===== src/rtl/fetch_sequencer_if.sv =====
// fetch_sequencer_if: imem req/gnt/rvalid port, redirect input and
// decode valid/ready handshake of the RV32 fetch sequencer.
interface fetch_sequencer_if;
  logic        imem_req;
  logic [31:0] imem_addr;
  logic        imem_gnt;
  logic        imem_rvalid;
  logic [31:0] imem_rdata;
  logic        redirect_valid;
  logic [31:0] redirect_pc;
  logic        dec_valid;
  logic        dec_ready;
  logic [31:0] dec_instr;
  logic [31:0] dec_pc;
  logic [4:0]  dec_opcode;
  logic        fetch_fault;

  modport master (
    output imem_req, imem_addr,
    input  imem_gnt, imem_rvalid, imem_rdata,
    input  redirect_valid, redirect_pc,
    output dec_valid, dec_instr, dec_pc, dec_opcode,
    input  dec_ready,
    output fetch_fault
  );

  modport slave (
    input  imem_req, imem_addr,
    output imem_gnt, imem_rvalid, imem_rdata,
    output redirect_valid, redirect_pc,
    input  dec_valid, dec_instr, dec_pc, dec_opcode,
    output dec_ready,
    input  fetch_fault
  );
endinterface


===== src/rtl/fetch_sequencer.sv =====
// fetch_sequencer: PC sequencing, in-order instruction buffer, redirect flush.
// Optional FETCH_MISALIGN_EN: misaligned redirect parks fetch in HALT.
module fetch_sequencer #(
  parameter logic [31:0] RESET_PC   = 32'h0000_0000,
  parameter int          FIFO_DEPTH = 2
) (
  input logic clk,
  input logic reset_n,
  fetch_sequencer_if.master bus
);
  localparam int AW = $clog2(FIFO_DEPTH);
  localparam int CW = AW + 1;
  localparam logic [CW:0] DEPTH = (CW+1)'(FIFO_DEPTH);

  localparam logic [1:0] BOOT  = 2'd0;
  localparam logic [1:0] RUN   = 2'd1;
  localparam logic [1:0] FLUSH = 2'd2;
`ifdef FETCH_MISALIGN_EN
  localparam logic [1:0] HALT  = 2'd3;
`endif

  logic [1:0]    state;
  logic [31:0]   addr_q, target_q, resp_pc_q;
  logic [CW-1:0] count_q, outst_q, drop_q, outst_n;
  logic [AW-1:0] rd_ptr, wr_ptr;
  logic          req_hold;
  logic [31:0]   pc_buf  [FIFO_DEPTH];
  logic [31:0]   ins_buf [FIFO_DEPTH];

  logic          req, gnt_fire, rv_ok, redir;
  logic          flushing, hold_n, exit_flush;
  logic          push, pop;
  logic [1:0]    resume_state;
  logic [31:0]   tgt_sel;
  logic [CW:0]   inflight;

  assign inflight = {1'b0, outst_q} + {1'b0, count_q};
  assign req      = req_hold | ((state == RUN) && (inflight < DEPTH));
  assign gnt_fire = req & bus.imem_gnt;
  assign rv_ok    = bus.imem_rvalid & (outst_q != '0);
  assign outst_n  = outst_q + CW'(gnt_fire) - CW'(rv_ok);
  assign redir    = bus.redirect_valid;
  assign flushing = redir | (state == FLUSH);
  // a request left ungranted must stay up, even across a redirect
  assign hold_n     = req & ~bus.imem_gnt;
  assign exit_flush = flushing && (outst_n == '0) && !hold_n;
  assign push = rv_ok & ~redir & (drop_q == '0) & (state == RUN);
  assign pop  = bus.dec_valid & bus.dec_ready;
  assign tgt_sel = redir ? (bus.redirect_pc & 32'hFFFF_FFFC) : target_q;

`ifdef FETCH_MISALIGN_EN
  logic halt_q;
  logic halt_sel;

  assign halt_sel = redir ? (bus.redirect_pc[1:0] != 2'b00) : halt_q;
  assign resume_state = halt_sel ? HALT : RUN;
  assign bus.fetch_fault = (state == HALT);

  always_ff @(posedge clk or negedge reset_n) begin
    if (!reset_n) begin
      halt_q <= 1'b0;
    end else if (redir) begin
      halt_q <= halt_sel;
    end
  end
`else
  assign resume_state = RUN;
  assign bus.fetch_fault = 1'b0;
`endif

  always_ff @(posedge clk or negedge reset_n) begin
    if (!reset_n) begin
      state     <= BOOT;
      addr_q    <= RESET_PC;
      target_q  <= RESET_PC;
      resp_pc_q <= RESET_PC;
      outst_q   <= '0;
      drop_q    <= '0;
      req_hold  <= 1'b0;
    end else begin
      outst_q  <= outst_n;
      drop_q   <= flushing ? outst_n : '0;
      req_hold <= hold_n;
      if (redir) target_q <= tgt_sel;
      if (exit_flush) begin
        addr_q    <= tgt_sel;
        resp_pc_q <= tgt_sel;
        state     <= resume_state;
      end else begin
        if (flushing) state <= FLUSH;
        else if (state == BOOT) state <= RUN;
        if (gnt_fire) addr_q <= addr_q + 32'd4;
        if (rv_ok) resp_pc_q <= resp_pc_q + 32'd4;
      end
    end
  end

  always_ff @(posedge clk or negedge reset_n) begin
    if (!reset_n) begin
      count_q <= '0;
      rd_ptr  <= '0;
      wr_ptr  <= '0;
      for (int i = 0; i < FIFO_DEPTH; i++) begin
        pc_buf[i]  <= '0;
        ins_buf[i] <= '0;
      end
    end else if (redir) begin
      count_q <= '0;
      rd_ptr  <= '0;
      wr_ptr  <= '0;
    end else begin
      if (push) begin
        pc_buf[wr_ptr]  <= resp_pc_q;
        ins_buf[wr_ptr] <= bus.imem_rdata;
        wr_ptr <= wr_ptr + 1'b1;
      end
      if (pop) rd_ptr <= rd_ptr + 1'b1;
      count_q <= count_q + CW'(push) - CW'(pop);
    end
  end

  assign bus.imem_req   = req;
  assign bus.imem_addr  = addr_q;
  assign bus.dec_valid  = (count_q != '0);
  assign bus.dec_instr  = ins_buf[rd_ptr];
  assign bus.dec_pc     = pc_buf[rd_ptr];
  assign bus.dec_opcode = ins_buf[rd_ptr][6:2];
endmodule


===== src/flat_wrapper.sv =====
// flat-port wrapper written by rule: the top's interface ports become plain ports
module fetch_sequencer_flat 
#(
  parameter logic [31:0] RESET_PC   = 32'h0000_0000,
  parameter int          FIFO_DEPTH = 2
)
  (clk, reset_n, bus_imem_req, bus_imem_addr, bus_imem_gnt, bus_imem_rvalid, bus_imem_rdata, bus_redirect_valid, bus_redirect_pc, bus_dec_valid, bus_dec_instr, bus_dec_pc, bus_dec_opcode, bus_dec_ready, bus_fetch_fault);
  fetch_sequencer_if bus_i ();
  input logic clk;
  input logic reset_n;
  output wire logic [$bits(bus_i.imem_req)-1:0] bus_imem_req;
  output wire logic [$bits(bus_i.imem_addr)-1:0] bus_imem_addr;
  input wire logic [$bits(bus_i.imem_gnt)-1:0] bus_imem_gnt;
  input wire logic [$bits(bus_i.imem_rvalid)-1:0] bus_imem_rvalid;
  input wire logic [$bits(bus_i.imem_rdata)-1:0] bus_imem_rdata;
  input wire logic [$bits(bus_i.redirect_valid)-1:0] bus_redirect_valid;
  input wire logic [$bits(bus_i.redirect_pc)-1:0] bus_redirect_pc;
  output wire logic [$bits(bus_i.dec_valid)-1:0] bus_dec_valid;
  output wire logic [$bits(bus_i.dec_instr)-1:0] bus_dec_instr;
  output wire logic [$bits(bus_i.dec_pc)-1:0] bus_dec_pc;
  output wire logic [$bits(bus_i.dec_opcode)-1:0] bus_dec_opcode;
  input wire logic [$bits(bus_i.dec_ready)-1:0] bus_dec_ready;
  output wire logic [$bits(bus_i.fetch_fault)-1:0] bus_fetch_fault;
  assign bus_imem_req = bus_i.imem_req;
  assign bus_imem_addr = bus_i.imem_addr;
  assign bus_i.imem_gnt = bus_imem_gnt;
  assign bus_i.imem_rvalid = bus_imem_rvalid;
  assign bus_i.imem_rdata = bus_imem_rdata;
  assign bus_i.redirect_valid = bus_redirect_valid;
  assign bus_i.redirect_pc = bus_redirect_pc;
  assign bus_dec_valid = bus_i.dec_valid;
  assign bus_dec_instr = bus_i.dec_instr;
  assign bus_dec_pc = bus_i.dec_pc;
  assign bus_dec_opcode = bus_i.dec_opcode;
  assign bus_i.dec_ready = bus_dec_ready;
  assign bus_fetch_fault = bus_i.fetch_fault;
  fetch_sequencer #(.RESET_PC(RESET_PC), .FIFO_DEPTH(FIFO_DEPTH)) u_core (.clk(clk), .reset_n(reset_n), .bus(bus_i));
endmodule

===== config.mk =====
export PLATFORM = sky130hd
export DESIGN_NAME = fetch_sequencer_flat
export DESIGN_NICKNAME = d
export VERILOG_FILES = /design/src/rtl/fetch_sequencer_if.sv /design/src/rtl/fetch_sequencer.sv /design/src/flat_wrapper.sv
export SDC_FILE = /design/constraint.sdc
export NUM_CORES = 1
export LEC_CHECK = 0
export ABC_AREA = 0
export BUFFER_PORTS_ARGS = -buffer_cell sky130_fd_sc_hd__clkbuf_2
export CORE_MARGIN = 2
export CORE_UTILIZATION = 30
export CTS_BUF_LIST = sky130_fd_sc_hd__clkbuf_16
export CTS_CLUSTER_DIAMETER = 40
export CTS_CLUSTER_SIZE = 25
export DETAILED_ROUTE_END_ITERATION = 10
export HOLD_SLACK_MARGIN = 0.02
export PLACE_DENSITY = 0.5
export SYNTH_ARGS = -nofsm -noshare
export SYNTH_HDL_FRONTEND = slang
export SYNTH_SLANG_ARGS = --single-unit
export TNS_END_PERCENT = 100

===== constraint.sdc =====
create_clock -name clk -period 4.3 [get_ports clk]
set_input_delay 0.43 -clock clk [delete_from_list [all_inputs] [get_ports clk]]
set_output_delay 0.43 -clock clk [all_outputs]
set_load 0.02 [all_outputs]

# [Word-level counts from Yosys, hierarchy flattened]
# Cells that the tools add are included.
[word_totals] latchBits=0 ramBits=0 out_inout_bits=104 n_memories=0 rom_bits=0 reg_bits=235
[classes] order_cmp=4 n_addsub=9 n_bitwise=13 n_shift=0 eq_ne=2 mul=0 n_reduce_logical=16 div=0 muxes=24
[ops] cell="two-way mux 32 bit" n=12
[ops] cell="bitwise mux 64 bit" n=2
[ops] cell="adder 32 x 3 -> 32 bit, second input constant" n=2
[ops] cell="demux 32 bit (select 1 bit)" n=1
[ops] cell="nonzero test 2 bit" n=6
[ops] cell="two-way mux 2 bit" n=5
[ops] cell="AND 1 bit" n=7
[ops] cell="logical NOT 2 bit" n=3
[ops] cell="adder 2 x 1 -> 2 bit" n=2
[ops] cell="greater-or-equal comparator 2 bit, second input constant" n=2
[ops] cell="logical AND 1 bit" n=4
[ops] cell="two-way mux 1 bit" n=4
[ops] cell="inverter 1 -> 2 bit" n=2
[ops] cell="subtractor 2 x 1 -> 2 bit" n=2
[ops] cell="adder 2 x 2 -> 3 bit" n=1
[ops] cell="less-than comparator 3 x 2 -> 1 bit, second input constant" n=1
[ops] cell="nonzero test 3 bit" n=1
[ops] cell="adder 1 bit, second input constant" n=2
[ops] cell="equality test 2 x 1 -> 1 bit, second input constant" n=1
[ops] cell="equality test 2 bit, second input constant" n=1
[ops] cell="less-than comparator 2 x 1 -> 1 bit, second input constant" n=1
[ops] cell="inverter 1 bit" n=2
[ops] cell="bitwise OR 1 bit" n=2
[ops] cell="AND reduction 2 bit" n=1
[ops] cell="logical NOT 1 bit" n=1

# [Depth between registers and ports, before layout]
# Gate-level depths: netlist of the first run.
[depth] word_depth=11 mapped_depth=14 depth_no_buf=12

# [Least setup slack after synthesis of the first run]
# OpenSTA, ideal clock, no wires.
[synth_timing] path_kind="register -> register" startpoint="register u_core.outst_q[0]" endpoint="register u_core.addr_q[27], in the netlist u_core.bus.imem_addr[27]" stages_incl_launch_ff=15 path_slack_ps=1248 period_less_slack_ps=3052 t_arrival_ps=2926 n_path_buf=2 setup_ps=125 required_ps=4175 path_cell_list="dfrtp_1 > inv_1 > nor2_1 > fa_1 > nor4b_2 > o21ai_1 > clkinv_1 > ha_1 > xnor3_1 > o211a_1 > buf_6 > buf_6 > a311o_1 > o211ai_1 > nor3_1"
[synth_via] elab_chain_cells=11
[synth_lines] item="from (decl)" line_no="fetch_sequencer.sv:24" rtl="logic [CW-1:0] count_q, outst_q, drop_q, outst_n;"
[synth_lines] item="from (signal assigned)" line_no="fetch_sequencer.sv:81" rtl="outst_q <= outst_n;"
[synth_lines] item="adder 2 x 2 -> 3 bit" line_no="fetch_sequencer.sv:37" rtl="assign inflight = {1'b0, outst_q} + {1'b0, count_q};"
[synth_lines] item="less-than comparator 3 x 2 -> 1 bit" line_no="fetch_sequencer.sv:38" rtl="assign req = req_hold | ((state == RUN) && (inflight < DEPTH));"
[synth_lines] item="logical AND 1 bit" line_no="fetch_sequencer.sv:38"
[synth_lines] item="bitwise OR 1 bit" line_no="fetch_sequencer.sv:38"
[synth_lines] item="AND 1 bit" line_no="fetch_sequencer.sv:39" rtl="assign gnt_fire = req & bus.imem_gnt;"
[synth_lines] item="adder 2 x 1 -> 2 bit" line_no="fetch_sequencer.sv:41" rtl="assign outst_n = outst_q + CW'(gnt_fire) - CW'(rv_ok);"
[synth_lines] item="subtractor 2 x 1 -> 2 bit" line_no="fetch_sequencer.sv:41"
[synth_lines] item="logical NOT 2 bit" line_no="fetch_sequencer.sv:46" rtl="assign exit_flush = flushing && (outst_n == '0) && !hold_n;"
[synth_lines] item="logical AND 1 bit (2 in series)" line_no="fetch_sequencer.sv:46"
[synth_lines] item="two-way mux 32 bit / nonzero test 2 bit (equally long branches)"
[synth_lines] item="to (signal assigned)" line_no="fetch_sequencer.sv:86" rtl="addr_q <= tgt_sel;"
[synth_lines] item="to (signal assigned)" line_no="fetch_sequencer.sv:92" rtl="if (gnt_fire) addr_q <= addr_q + 32'd4;"
[synth_lines] item="to (decl)" line_no="fetch_sequencer.sv:23" rtl="logic [31:0] addr_q, target_q, resp_pc_q;"
# Parallel ways exist; a longest one is shown, timed or not.
# A chain may end at the register's enable or synchronous reset.

# [Worst setup path after layout of the first run]
[layout_timing] startpoint="register u_core.outst_q[0]" endpoint="register u_core.addr_q[21], in the netlist u_core.bus.imem_addr[21]"
# The elaborated chain is that of the path after synthesis.

==> summary.log, run 1 <==
[synth] portion of synthesized cell area occupied by the leading cell type 0.526
[setup_path] element type at the critical path start register
[die] Die Y 197 um
[sta] setup repair after global routing missed its margin no
[clock_tree] CTS Root Buffer Type sky130_fd_sc_hd__clkbuf_16
[setup_path] required time worst endpoint 4.74 ns
[setup_path] Critical Path AT 4.10 ns
[routing] total number of vias 7,795
[cells_and_area] final instance area 14,100 um^2
[synth] number of different library cells in the post-synthesis netlist 70
[hold_path] cell depth of the worst min-delay path 2
[place] IO Port Bufs 170
[die] number of placed I/O pins 174
[clock_tree] maximum buffer depth of the clock tree 3
[hold_path] worst min-delay path category primary input to register
[power_and_ir_drop] Max rail drop VDD 0.000423 V
[synth] post-synthesis sequential area ratio 0.526
[routing] final wirelength 28.8 mm
[clock_tree] number of gates given a new drive strength after cts 0
[global_routing] sum of overflow across all layers after global routing 0
[synth] commonest cells in the netlist 235 x sky130_fd_sc_hd__dfrtp_1, 208 x sky130_fd_sc_hd__mux2_2, 40 x sky130_fd_sc_hd__nor2_1
[setup_path] highest fanout seen on the critical path 23
[sta] smallest setup slack after layout 0.639 ns
[die] initial cell density of the core 0.305
[clock_tree] H-tree depth reported by CTS 2
[routing] first-iteration detailed-routing DRC count 268
[routing] count of unresolved DRC violations after routing 0
[cells_and_area] area growth from synthesis to final layout 25.8%
[power_and_ir_drop] P per Cell Area 763 nW/um^2
[die] Core Area 36,700 um^2
[routing] DR pass1 iterations 4
[synth] dominant register cell in the synthesized netlist sky130_fd_sc_hd__dfrtp_1
[place] cell area after placement 12,500 um^2
[clock_tree] number of clock buffers inserted by TritonCTS 45
[synth] Syn Inst Count 896
[flow_run] number of maximum-capacitance constraint violations 0
[setup_path] critical path endpoint category register
[synth] syn nets 973
[sta] Slew HR 0.319
[synth] cell type with the highest aggregate area in the netlist sky130_fd_sc_hd__dfrtp_1
[power_and_ir_drop] Pleak 6.61 nW
[sta] Hold Violations, Final 0
[synth] synth top area cells sky130_fd_sc_hd__dfrtp_1 53%, sky130_fd_sc_hd__mux2_2 21%, sky130_fd_sc_hd__xor2_1 1.8%, sky130_fd_sc_hd__a21oi_1 1.7%, sky130_fd_sc_hd__mux2_4 1.3%
[sta] final count of negative-setup-slack endpoints 0
[sta] highest attainable clock frequency 273 MHz
[clock_tree] clock latency on the worst-skew pair 0.55 ns
[synth] fraction of synthesis flops using an asynchronous set or reset pin 1.00
[die] Die Outline Area 38,900 um^2
[synth] flop and latch count out of synthesis 235
[sta] final critical-path required period 3.66 ns
[global_routing] first-pass GRT wire length 46.0 mm
[sta] Final Max Slew Viols 0
[routing] Antenna Nets Post-Route 0
[synth] count of yosys warnings during synthesis 0
[clock_tree] Clk pin slew, worst setup/hold paths 0.05 ns
[synth] post-synthesis average cell area 12.5 um^2
[synth] count leader, synth sky130_fd_sc_hd__dfrtp_1
[cells_and_area] fraction of final layout cells sized beyond drive strength 1 0.463
[routing] average wire per cell in the routed design 18.2 um
[setup_path] cell depth of the worst flop-to-flop path 13
[synth] netlist area before placement 11,200 um^2
[synth] count of flip-flops with a built-in enable after synthesis 0
[clock_tree] sinks on the clock net 235
[status] outcome completed
[die] Die Span X 197 um
[global_routing] total global-route track usage 0.151
[sta] setup tns final 0 ns
[clock_tree] TritonCTS clock tree done
[global_routing] number of antenna violations at the first check in global routing 0
[die] number of cell rows 70
[global_routing] maximum number of pins on one net before global-route repair 116
[sta] final critical-path share of the clock period 0.851
[cells_and_area] number of nets at the end of the flow 1,154
[place] final estimated routing congestion in global placement 0.867
[place] HPWL after detailed placement 19.5 mm
[cells_and_area] antenna fix cells 0
[setup_path] CP Class register to register
[sta] actual slew at the worst max-slew pin 1.02 ns
[place] setup slack after placement 0.665 ns
[sta] clock skew 0.0279 ns
[routing] routed via count divided by cell count 4.93
[global_routing] vias in the first global route 8,068
[routing by layer]
layer | part of all wire | global-route usage | vias up | routed length [um]
met3 | 0.057 | 0.0367 | 54 | 1660
met4 | 0.025 | 0.0512 | 0 | 722
met2 | 0.44 | 0.233 | 243 | 12800
met5 | 0 | 0 | - | 0
li1 | - | - | 3633 | -
met1 | 0.47 | 0.206 | 3865 | 13700
[through the flow]
stage               hold slack (ns)  total power, W  utilization  instances
floorplan                     0.134         0.00588            -        896
global placement              0.466         0.00706        0.340       1497
detailed placement            0.466         0.00709        0.340       1497
CTS                           0.103          0.0109        0.384       1582
global route                  0.115          0.0114        0.384       1582
finish                        0.135          0.0107        0.384       1582
[repair_timing]
item | in CTS | in global routing
setup buffers | 0 | 0
endpoints found under the hold margin | 34 | 0
hold buffers | 1 | 0
[cell type report]
type | instances | area, um^2
sequential | 235 | 5880
timing repair buffer | 189 | 1040
clock inverter | 39 | 480
clock buffer | 45 | 1130
inverter | 20 | 75.1
tap | 468 | 586
fill | 3574 | 22600
multi-input combinational | 586 | 4890
[critical path, stage by stage, from the launching register on]
cell	delay (ns)
sky130_fd_sc_hd__dfrtp_1	0.36
sky130_fd_sc_hd__inv_1	0.06
sky130_fd_sc_hd__nor2_1	0.11
sky130_fd_sc_hd__fa_1	0.44
sky130_fd_sc_hd__nor4b_2	0.50
sky130_fd_sc_hd__o21ai_1	0.29
sky130_fd_sc_hd__clkinv_1	0.14
sky130_fd_sc_hd__ha_1	0.16
sky130_fd_sc_hd__xnor3_1	0.21
sky130_fd_sc_hd__o211ai_2	0.30
sky130_fd_sc_hd__buf_4	0.33
sky130_fd_sc_hd__nor3_1	0.32
sky130_fd_sc_hd__a31oi_1	0.08
sky130_fd_sc_hd__o22a_1	0.24
[state kept, by name, summed over array words and instances, names as in the netlist]
signal                cells
u_core.req_hold           1
u_core.wr_ptr             1
u_core.pc_buf            64
u_core.rd_ptr             1
u_core.bus.imem_addr     32
u_core.drop_q             2
u_core.target_q          32
u_core.ins_buf           64
u_core.resp_pc_q         32
u_core.outst_q            2
u_core.count_q            2
u_core.state              2
[report_power, final]
| part | total [W] | switching [W] | internal, W |
|---|---|---|---|
| clock network | 0.00372 | 0.00128 | 0.00243 |
| logic | 0.00360 | 0.00210 | 0.00150 |
| registers | 0.00343 | 0.000635 | 0.00280 |
[kinds of logic (layout without fill, tap and decap cells)]
kind of cell             after synthesis  after routing  synth area share
AND/OR/NAND/NOR                      188            188            0.0908
XOR/XNOR                              35             35            0.0286
flip-flops                           235            235             0.526
buffers and inverters                 75            293            0.0387
adder cells (fa/ha/maj)                7              7           0.00850
other                                  1              1          0.000335
multiplexers                         229            229             0.234
AO/OA/AOI/OAI                        126            126            0.0739
[placed cells by master, fill, tap and decap left out, types with 22 or more instances in the layout]
master,count
sky130_fd_sc_hd__dfrtp_1,234
sky130_fd_sc_hd__o21ai_0,27
sky130_fd_sc_hd__nor2_1,40
sky130_fd_sc_hd__mux2_2,208
sky130_fd_sc_hd__clkbuf_16,45
sky130_fd_sc_hd__nand4_1,22
sky130_fd_sc_hd__nand3_1,22
sky130_fd_sc_hd__a21oi_1,37
sky130_fd_sc_hd__xor2_1,23
sky130_fd_sc_hd__nand2_1,39
sky130_fd_sc_hd__clkbuf_2,169
[path summary, 6_finish.rpt]
path | start | endpoint | slack (ns)
max in group asynchronous | reset_n | u_core.rd_ptr | 2.75
worst max register to register | u_core.outst_q[0] | u_core.bus.imem_addr[21] | 0.64
worst min register to register | u_core.bus.imem_addr[0] | u_core.bus.imem_addr[0] | 0.47
worst max-delay path | u_core.outst_q[0] | u_core.bus.imem_addr[21] | 0.64
worst min-delay path | bus_redirect_pc[31] | u_core.target_q[31] | 0.13
min in group asynchronous | reset_n | u_core.target_q[22] | 0.53
Note: power is estimated with default switching activity, not from simulation.
==> inputs of run 2 (changes only) <==
Settings changed: CORE_UTILIZATION 30 to 40, PLACE_DENSITY 0.5 to not set.
==> run 2 against run 1 <==
Net effect:
- clock power shrank 16%
- clock skew is 0.010 ns lower
- wire length decreased by 8.0%
- maximum frequency is 1.5% lower
- total power decreased by 5.9%
==> summary.log, run 2 (same netlist as run 1, synthesis figures left out) <==
[status] outcome completed
[routing] first-iteration detailed-routing DRC count 419 [+56%]
[die] Die Y 171 um [-13%]
[cells_and_area] antenna fix cells 0 [unchanged]
[setup_path] setup slack of the worst register-to-register path 0.58 ns [-0.06 ns]
[die] number of cell rows 61 [-13%]
[die] Core Area 27,600 um^2 [-25%]
[power_and_ir_drop] Max rail drop VDD 0.000350 V [-17%]
[routing] Antenna Nets Post-Route 0 [unchanged]
[routing] routed via count divided by cell count 5.22 [+5.9%]
[clock_tree] sinks on the clock net 235 [unchanged]
[sta] Final Max Slew Viols 0 [unchanged]
[setup_path] startpoint of the worst register-to-register path u_core.outst_q[0]
[cells_and_area] top library cells by usage in the layout, fill and taps aside 234 x sky130_fd_sc_hd__dfrtp_1, 208 x sky130_fd_sc_hd__mux2_2, 169 x sky130_fd_sc_hd__clkbuf_2, 41 x sky130_fd_sc_hd__clkbuf_16, 40 x sky130_fd_sc_hd__nor2_1
[sta] setup repair after global routing missed its margin no
[sta] final worst hold slack 0.172 ns [+0.0367 ns]
[global_routing] maximum number of pins on one net before global-route repair 98 [-16%]
[die] Die Span X 171 um [-13%]
[sta] clock skew 0.0179 ns [-0.0101 ns]
[cells_and_area] fraction of final layout cells sized beyond drive strength 1 0.457 [-0.00626]
[cells_and_area] largest registers u_core.ins_buf x64, u_core.pc_buf x64
[sta] actual slew at the worst max-slew pin 0.940 ns [-0.0820 ns]
[setup_path] Critical Path AT 4.09 ns [about the same]
[routing] total number of vias 7,729 [-0.85%]
[clock_tree] TritonCTS clock tree done
[global_routing] total global-route track usage 0.183 [+0.0328]
[sta] highest attainable clock frequency 269 MHz [-1.5%]
[routing] average wire per cell in the routed design 17.9 um [-1.7%]
[global_routing] number of antenna violations at the first check in global routing 0 [unchanged]
[cells_and_area] area growth from synthesis to final layout 22.4%
[place] setup slack after placement 0.669 ns [+0.00432 ns]
[setup_path] CP Class register to register
[clock_tree] clock latency on the worst-skew pair 0.51 ns [-0.04 ns]
[place] final estimated routing congestion in global placement 0.881 [+1.6%]
[setup_path] element type at the critical path start register
[cells_and_area] most common cell after layout, fill and taps aside sky130_fd_sc_hd__dfrtp_1
[setup_path] Critical Path Start u_core.outst_q[0]
[clock_tree] Clk pin slew, worst setup/hold paths 0.05 ns [about the same]
[clock_tree] CTS Root Buffer Type sky130_fd_sc_hd__clkbuf_16
[routing] DR pass1 iterations 5 [+1]
[sta] Hold Violations, Final 0 [unchanged]
[sta] setup tns final 0 ns [unchanged]
[die] initial cell density of the core 0.405 [+0.100]
[setup_path] required time worst endpoint 4.67 ns [-0.07 ns]
[clock_tree] number of clock buffers inserted by TritonCTS 41 [-8.9%]
[clock_tree] maximum buffer depth of the clock tree 3 [unchanged]
[cells_and_area] post-route core utilization 0.496 [+0.112]
[place] HPWL after detailed placement 17.9 mm [-8.0%]
[hold_path] worst min-delay path category primary input to register
[sta] final critical-path share of the clock period 0.864 [+0.0131]
[global_routing] sum of overflow across all layers after global routing 0 [unchanged]
[power_and_ir_drop] P per Cell Area 738 nW/um^2 [-3.3%]
[flow_run] number of maximum-capacitance constraint violations 0 [unchanged]
[routing] final wirelength 26.5 mm [-8.0%]
[sta] smallest setup slack after layout 0.583 ns [-0.0564 ns]
[global_routing] first-pass GRT wire length 42.5 mm [-7.6%]
[setup_path] critical path endpoint category register
[sta] Slew HR 0.373 [+0.0547]
[cells_and_area] final instance area 13,700 um^2 [-2.7%]
[routing] count of unresolved DRC violations after routing 0 [unchanged]
[place] cell area after placement 12,400 um^2 [-0.86%]
[power_and_ir_drop] Pleak 6.46 nW [-2.2%]
[sta] final count of negative-setup-slack endpoints 0 [unchanged]
[cells_and_area] number of nets at the end of the flow 1,153 [-0.087%]
[global_routing] vias in the first global route 7,768 [-3.7%]
[die] Die Outline Area 29,300 um^2 [-25%]
[clock_tree] quantity of hold-fixing buffers added after cts 1 [unchanged]
[setup_path] highest fanout seen on the critical path 13 [-43%]
[place] IO Port Bufs 170 [unchanged]
[clock_tree] number of gates given a new drive strength after cts 0 [unchanged]
[clock_tree] H-tree depth reported by CTS 2 [unchanged]
[sta] final critical-path required period 3.72 ns [+0.0564 ns]
[hold_path] startpoint of the most critical hold path bus_imem_rdata[10]
[die] number of placed I/O pins 174 [unchanged]
[clock_tree] postcts setup bufs 0 [unchanged]
run 2: cell count changes in the layout (fill, tap and decap cells not counted), moves of 2 or more:
cell and delta:
sky130_fd_sc_hd__buf_4 +4, sky130_fd_sc_hd__bufinv_16 -3, sky130_fd_sc_hd__clkbuf_16 -4, sky130_fd_sc_hd__clkinv_1 +2, sky130_fd_sc_hd__clkinv_8 -2, sky130_fd_sc_hd__inv_6 -6
run 2: worst paths after layout:
kind	endpoint	cells after the start
hold / removal	u_core.ins_buf[42]	2
max in group asynchronous	u_core.bus.imem_addr[18]	3
hold reg to reg	u_core.pc_buf[55]	1
min in group asynchronous	u_core.ins_buf[57]	2
setup reg to reg	u_core.bus.imem_addr[6]	12
setup / recovery	u_core.bus.imem_addr[6]	12
run 2: area by class of cell:
class | instances | area (um^2)
clock inverter | 29 | 305
tap | 378 | 473
inverter | 20 | 75.1
timing repair buffer | 192 | 1050
sequential | 235 | 5880
fill | 2523 | 13900
clock buffer | 41 | 1030
multi-input combinational | 586 | 4880
run 2: through the flow:
stage	total power, W	std cells
detailed placement	0.00699	1410
global route	0.0107	1481
CTS	0.0102	1481
global placement	0.00695	1410
floorplan	0.00588	896
finish	0.0101	1481
run 2: routing by layer:
metal | global-route usage | up-vias | share of wire
met5 | 0 | - | 0
met3 | 0.0416 | 41 | 0.069
met1 | 0.266 | 3798 | 0.48
met2 | 0.276 | 289 | 0.43
li1 | - | 3601 | -
met4 | 0.0527 | 0 | 0.021
run 2: critical path: stages (launching register included):
cell                       delay [ns]
sky130_fd_sc_hd__dfrtp_1         0.36
sky130_fd_sc_hd__inv_1           0.07
sky130_fd_sc_hd__nor2_1          0.11
sky130_fd_sc_hd__fa_1            0.45
sky130_fd_sc_hd__nor4b_2         0.49
sky130_fd_sc_hd__o21ai_1         0.29
sky130_fd_sc_hd__clkinv_1        0.14
sky130_fd_sc_hd__ha_1            0.16
sky130_fd_sc_hd__xnor3_1         0.28
sky130_fd_sc_hd__o211ai_2        0.27
sky130_fd_sc_hd__nand2_1         0.45
sky130_fd_sc_hd__o32ai_1         0.40
sky130_fd_sc_hd__a21oi_1         0.12
run 2: power breakdown:
group	internal, W	switching (W)
clock network	0.00204	0.00109
registers	0.00280	0.000630
logic	0.00149	0.00206
==> inputs of run 3 (changes only) <==
Settings changed: BUFFER_PORTS_ARGS -buffer_cell sky130_fd_sc_hd__clkbuf_2 to not set, CTS_CLUSTER_DIAMETER 40 to 80, DONT_BUFFER_PORTS set to 1.
==> run 3 against run 2 <==
Net effect:
- the run now ends with hold timing left
- hold slack got worse by 0.54 ns
- clock power fell by 51%
- wire length fell by 3.7%
- final area fell by 13%
- core utilization fell by 6.3 points
- via count fell by 11%
- flip-flop and latch count did not move
- critical path depth did not move
- cell count fell by 15%
- maximum frequency rose by 2.4%
- global-route usage fell by 0.88 points
- sequential share of layout area rose by 6.3 points
- largest cell class unchanged
==> summary.log, run 3 (same netlist as run 1, synthesis figures left out) <==
[status] outcome complete, but fails checks
[status] failing checks hold timing
[routing] routed via count divided by cell count 5.49 [+5.3%]
[cells_and_area] antenna fix cells 0 [unchanged]
[cells_and_area] number of nets at the end of the flow 950 [-18%]
[routing] total number of vias 6,910 [-11%]
[clock_tree] Clk pin slew, worst setup/hold paths 0.10 ns [+0.05 ns]
[power_and_ir_drop] Sequential Power Share 0.442 [+0.103]
[setup_path] critical path endpoint category register
[die] Die Outline Area 29,300 um^2 [unchanged]
[power_and_ir_drop] internal power of the cells 0.00475 W [-25%]
[cells_and_area] fraction of final layout cells sized beyond drive strength 1 0.320 [-0.136]
[global_routing] sum of overflow across all layers after global routing 0 [unchanged]
[global_routing] busiest layer in global routing met2
[sta] final critical-path share of the clock period 0.844 [-0.0204]
[die] Die Y 171 um [unchanged]
[setup_path] element type at the critical path start register
[sta] actual slew at the worst max-slew pin 1.00 ns [+0.0604 ns]
[setup_path] Critical Path AT 3.98 ns [-0.11 ns]
[cells_and_area] area growth from synthesis to final layout 6.87%
[routing] first-iteration detailed-routing DRC count 403 [-3.8%]
[hold_path] worst min-delay path category primary input to async pin
[clock_tree] maximum buffer depth of the clock tree 3 [unchanged]
[global_routing] maximum number of pins on one net before global-route repair 236 [+140%]
[cells_and_area] area taken by multi-input logic gates 4880 um^2 [unchanged]
[die] Die Span X 171 um [unchanged]
[cells_and_area] total area of sequential cells 5880 um^2 [unchanged]
[cells_and_area] largest registers u_core.ins_buf x64, u_core.pc_buf x64
[sta] Final Max Slew Viols 0 [unchanged]
[die] Core Area 27,600 um^2 [unchanged]
[die] number of placed I/O pins 174 [unchanged]
[power_and_ir_drop] Pleak 5.28 nW [-18%]
[routing] final wirelength 25.6 mm [-3.7%]
[sta] clock skew 0.0242 ns [+0.00639 ns]
[die] number of cell rows 61 [unchanged]
[global_routing] number of antenna violations at the first check in global routing 0 [unchanged]
[clock_tree] number of gates given a new drive strength after cts 0 [unchanged]
[setup_path] highest fanout seen on the critical path 12 [-1]
[global_routing] GRT met1 Usage 0.247 [-0.0183]
[sta] final count of negative-setup-slack endpoints 0 [unchanged]
[clock_tree] postcts setup bufs 0 [unchanged]
[clock_tree] TritonCTS clock tree done
[cells_and_area] most common cell after layout, fill and taps aside sky130_fd_sc_hd__dfrtp_1
[sta] setup tns final 0 ns [unchanged]
[routing] Antenna Nets Post-Route 0 [unchanged]
[global_routing] M3 GR Usage 0.0502 [+0.00851]
[sta] final critical-path required period 3.63 ns [-0.0879 ns]
[cells_and_area] # fillers 2,622 [+3.9%]
[routing] count of unresolved DRC violations after routing 0 [unchanged]
[power_and_ir_drop] P_sw 0.00336 W [-11%]
[sta] setup repair after global routing missed its margin no
[clock_tree] quantity of hold-fixing buffers added after cts 2 [+1]
[die] initial cell density of the core 0.405 [unchanged]
[sta] Hold Violations, Final 235 [+235]
[global_routing] grt met2 use 0.270 [-0.00631]
[global_routing] vias in the first global route 6,996 [-9.9%]
[clock_tree] number of clock buffers inserted by TritonCTS 15 [-63%]
[flow_run] number of maximum-capacitance constraint violations 0 [unchanged]
[clock_tree] sinks on the clock net 235 [unchanged]
[cells_and_area] post-route core utilization 0.433 [-0.0630]
[clock_tree] CTS Root Buffer Type sky130_fd_sc_hd__clkbuf_16
[sta] highest attainable clock frequency 276 MHz [+2.4%]
[setup_path] required time worst endpoint 4.65 ns [-0.02 ns]
[place] final estimated routing congestion in global placement 0.852 [-3.3%]
[place] IO Port Bufs 0 [-100%]
[power_and_ir_drop] switching share of power 0.414 [+0.0404]
[power_and_ir_drop] clock network power share 0.190 [-0.120]
[power_and_ir_drop] Logic pwr share 0.368 [+0.017]
[global_routing] first-pass GRT wire length 40.6 mm [-4.6%]
[setup_path] CP Class register to register
[routing] average wire per cell in the routed design 20.3 um [+13%]
[power_and_ir_drop] Max rail drop VDD 0.000357 V [+1.9%]
[power_and_ir_drop] P per Cell Area 679 nW/um^2 [-8.0%]
[cells_and_area] top library cells by usage in the layout, fill and taps aside 234 x sky130_fd_sc_hd__dfrtp_1, 208 x sky130_fd_sc_hd__mux2_2, 40 x sky130_fd_sc_hd__nor2_1, 39 x sky130_fd_sc_hd__nand2_1, 37 x sky130_fd_sc_hd__a21oi_1
[clock_tree] H-tree depth reported by CTS 1 [-1]
[place] HPWL after detailed placement 17.0 mm [-5.0%]
[clock_tree] clock latency on the worst-skew pair 0.49 ns [-0.02 ns]
[sta] final worst hold slack -0.370 ns [-0.542 ns]
[sta] Slew HR 0.333 [-0.0402]
[power_and_ir_drop] total power 0.00812 W [-20%]
[routing] DR pass1 iterations 4 [-1]
[global_routing] total global-route track usage 0.175 [-0.00882]
-- run 3: cell count changes in the layout (fill, tap and decap cells not counted), sizes merged, moves of 3 or more --
cell and delta:
clkinvlp -3, clkinv -12, buf -9, bufinv -4, clkbuf -195
-- run 3: path summary, 6_finish.rpt --
kind                                    from                       to  slack [ns]  cells past startpoint
hold reg to reg            u_core.pc_buf[55]        u_core.pc_buf[55]        0.49                      1
min in group clk           bus_imem_rdata[7]       u_core.ins_buf[39]        0.07                      1
setup reg to reg           u_core.outst_q[0]  u_core.bus.imem_addr[6]        0.67                     12
max in group asynchronous            reset_n            u_core.rd_ptr        3.99                      0
hold / removal                       reset_n       u_core.ins_buf[55]       -0.37                      0
setup / recovery           u_core.outst_q[0]  u_core.bus.imem_addr[6]        0.67                     12
-- run 3: final cells by class --
| type | instances | share of cell area |
|---|---|---|
| Multi-Input combinational cell | 586 | 0.408 |
| Timing Repair Buffer | 15 | 0.0130 |
| Clock inverter | 9 | 0.00952 |
| Inverter | 20 | 0.00628 |
| Sequential cell | 235 | 0.492 |
| Clock buffer | 15 | 0.0314 |
| Tap cell | 378 | 0.0396 |
-- run 3: stage by stage --
step                      instances  worst slack [ns]  instance area, um^2  hold WS (ns)
final                          1258             0.671                12000        -0.370
after CTS                      1258             0.669                12000        -0.403
after global placement         1232             0.719                11400         0.139
after global routing           1258             0.300                12000        -0.412
after floorplan                 896              1.25                11200         0.134
after detailed placement       1232             0.716                11400         0.139
-- run 3: worst max-delay path: stages, from the launching register on --
cell                       delay [ns]
sky130_fd_sc_hd__dfrtp_1         0.40
sky130_fd_sc_hd__inv_1           0.09
sky130_fd_sc_hd__nor2_1          0.05
sky130_fd_sc_hd__fa_1            0.45
sky130_fd_sc_hd__nor4b_2         0.48
sky130_fd_sc_hd__o21ai_1         0.28
sky130_fd_sc_hd__clkinv_1        0.12
sky130_fd_sc_hd__ha_1            0.15
sky130_fd_sc_hd__xnor3_1         0.27
sky130_fd_sc_hd__o211ai_2        0.27
sky130_fd_sc_hd__nand2_1         0.44
sky130_fd_sc_hd__o32ai_1         0.37
sky130_fd_sc_hd__a21oi_1         0.11
-- run 3: power by group through the flow --
stage	Clock (W)	Sequential, W	Combinational, W
after detailed placement	0	0.00363	0.00299
after floorplan	0	0.00335	0.00253
final	0.00154	0.00358	0.00299
after global placement	0	0.00361	0.00295
after CTS	0.00162	0.00359	0.00301
after global routing	0.00170	0.00369	0.00328
-- run 3: routing by layer --
layer / vias to the layer above / share of wire
li1: 3183 / -
met1: 3481 / 0.47
met2: 222 / 0.43
met3: 24 / 0.085
met4: 0 / 0.016
met5: - / 0
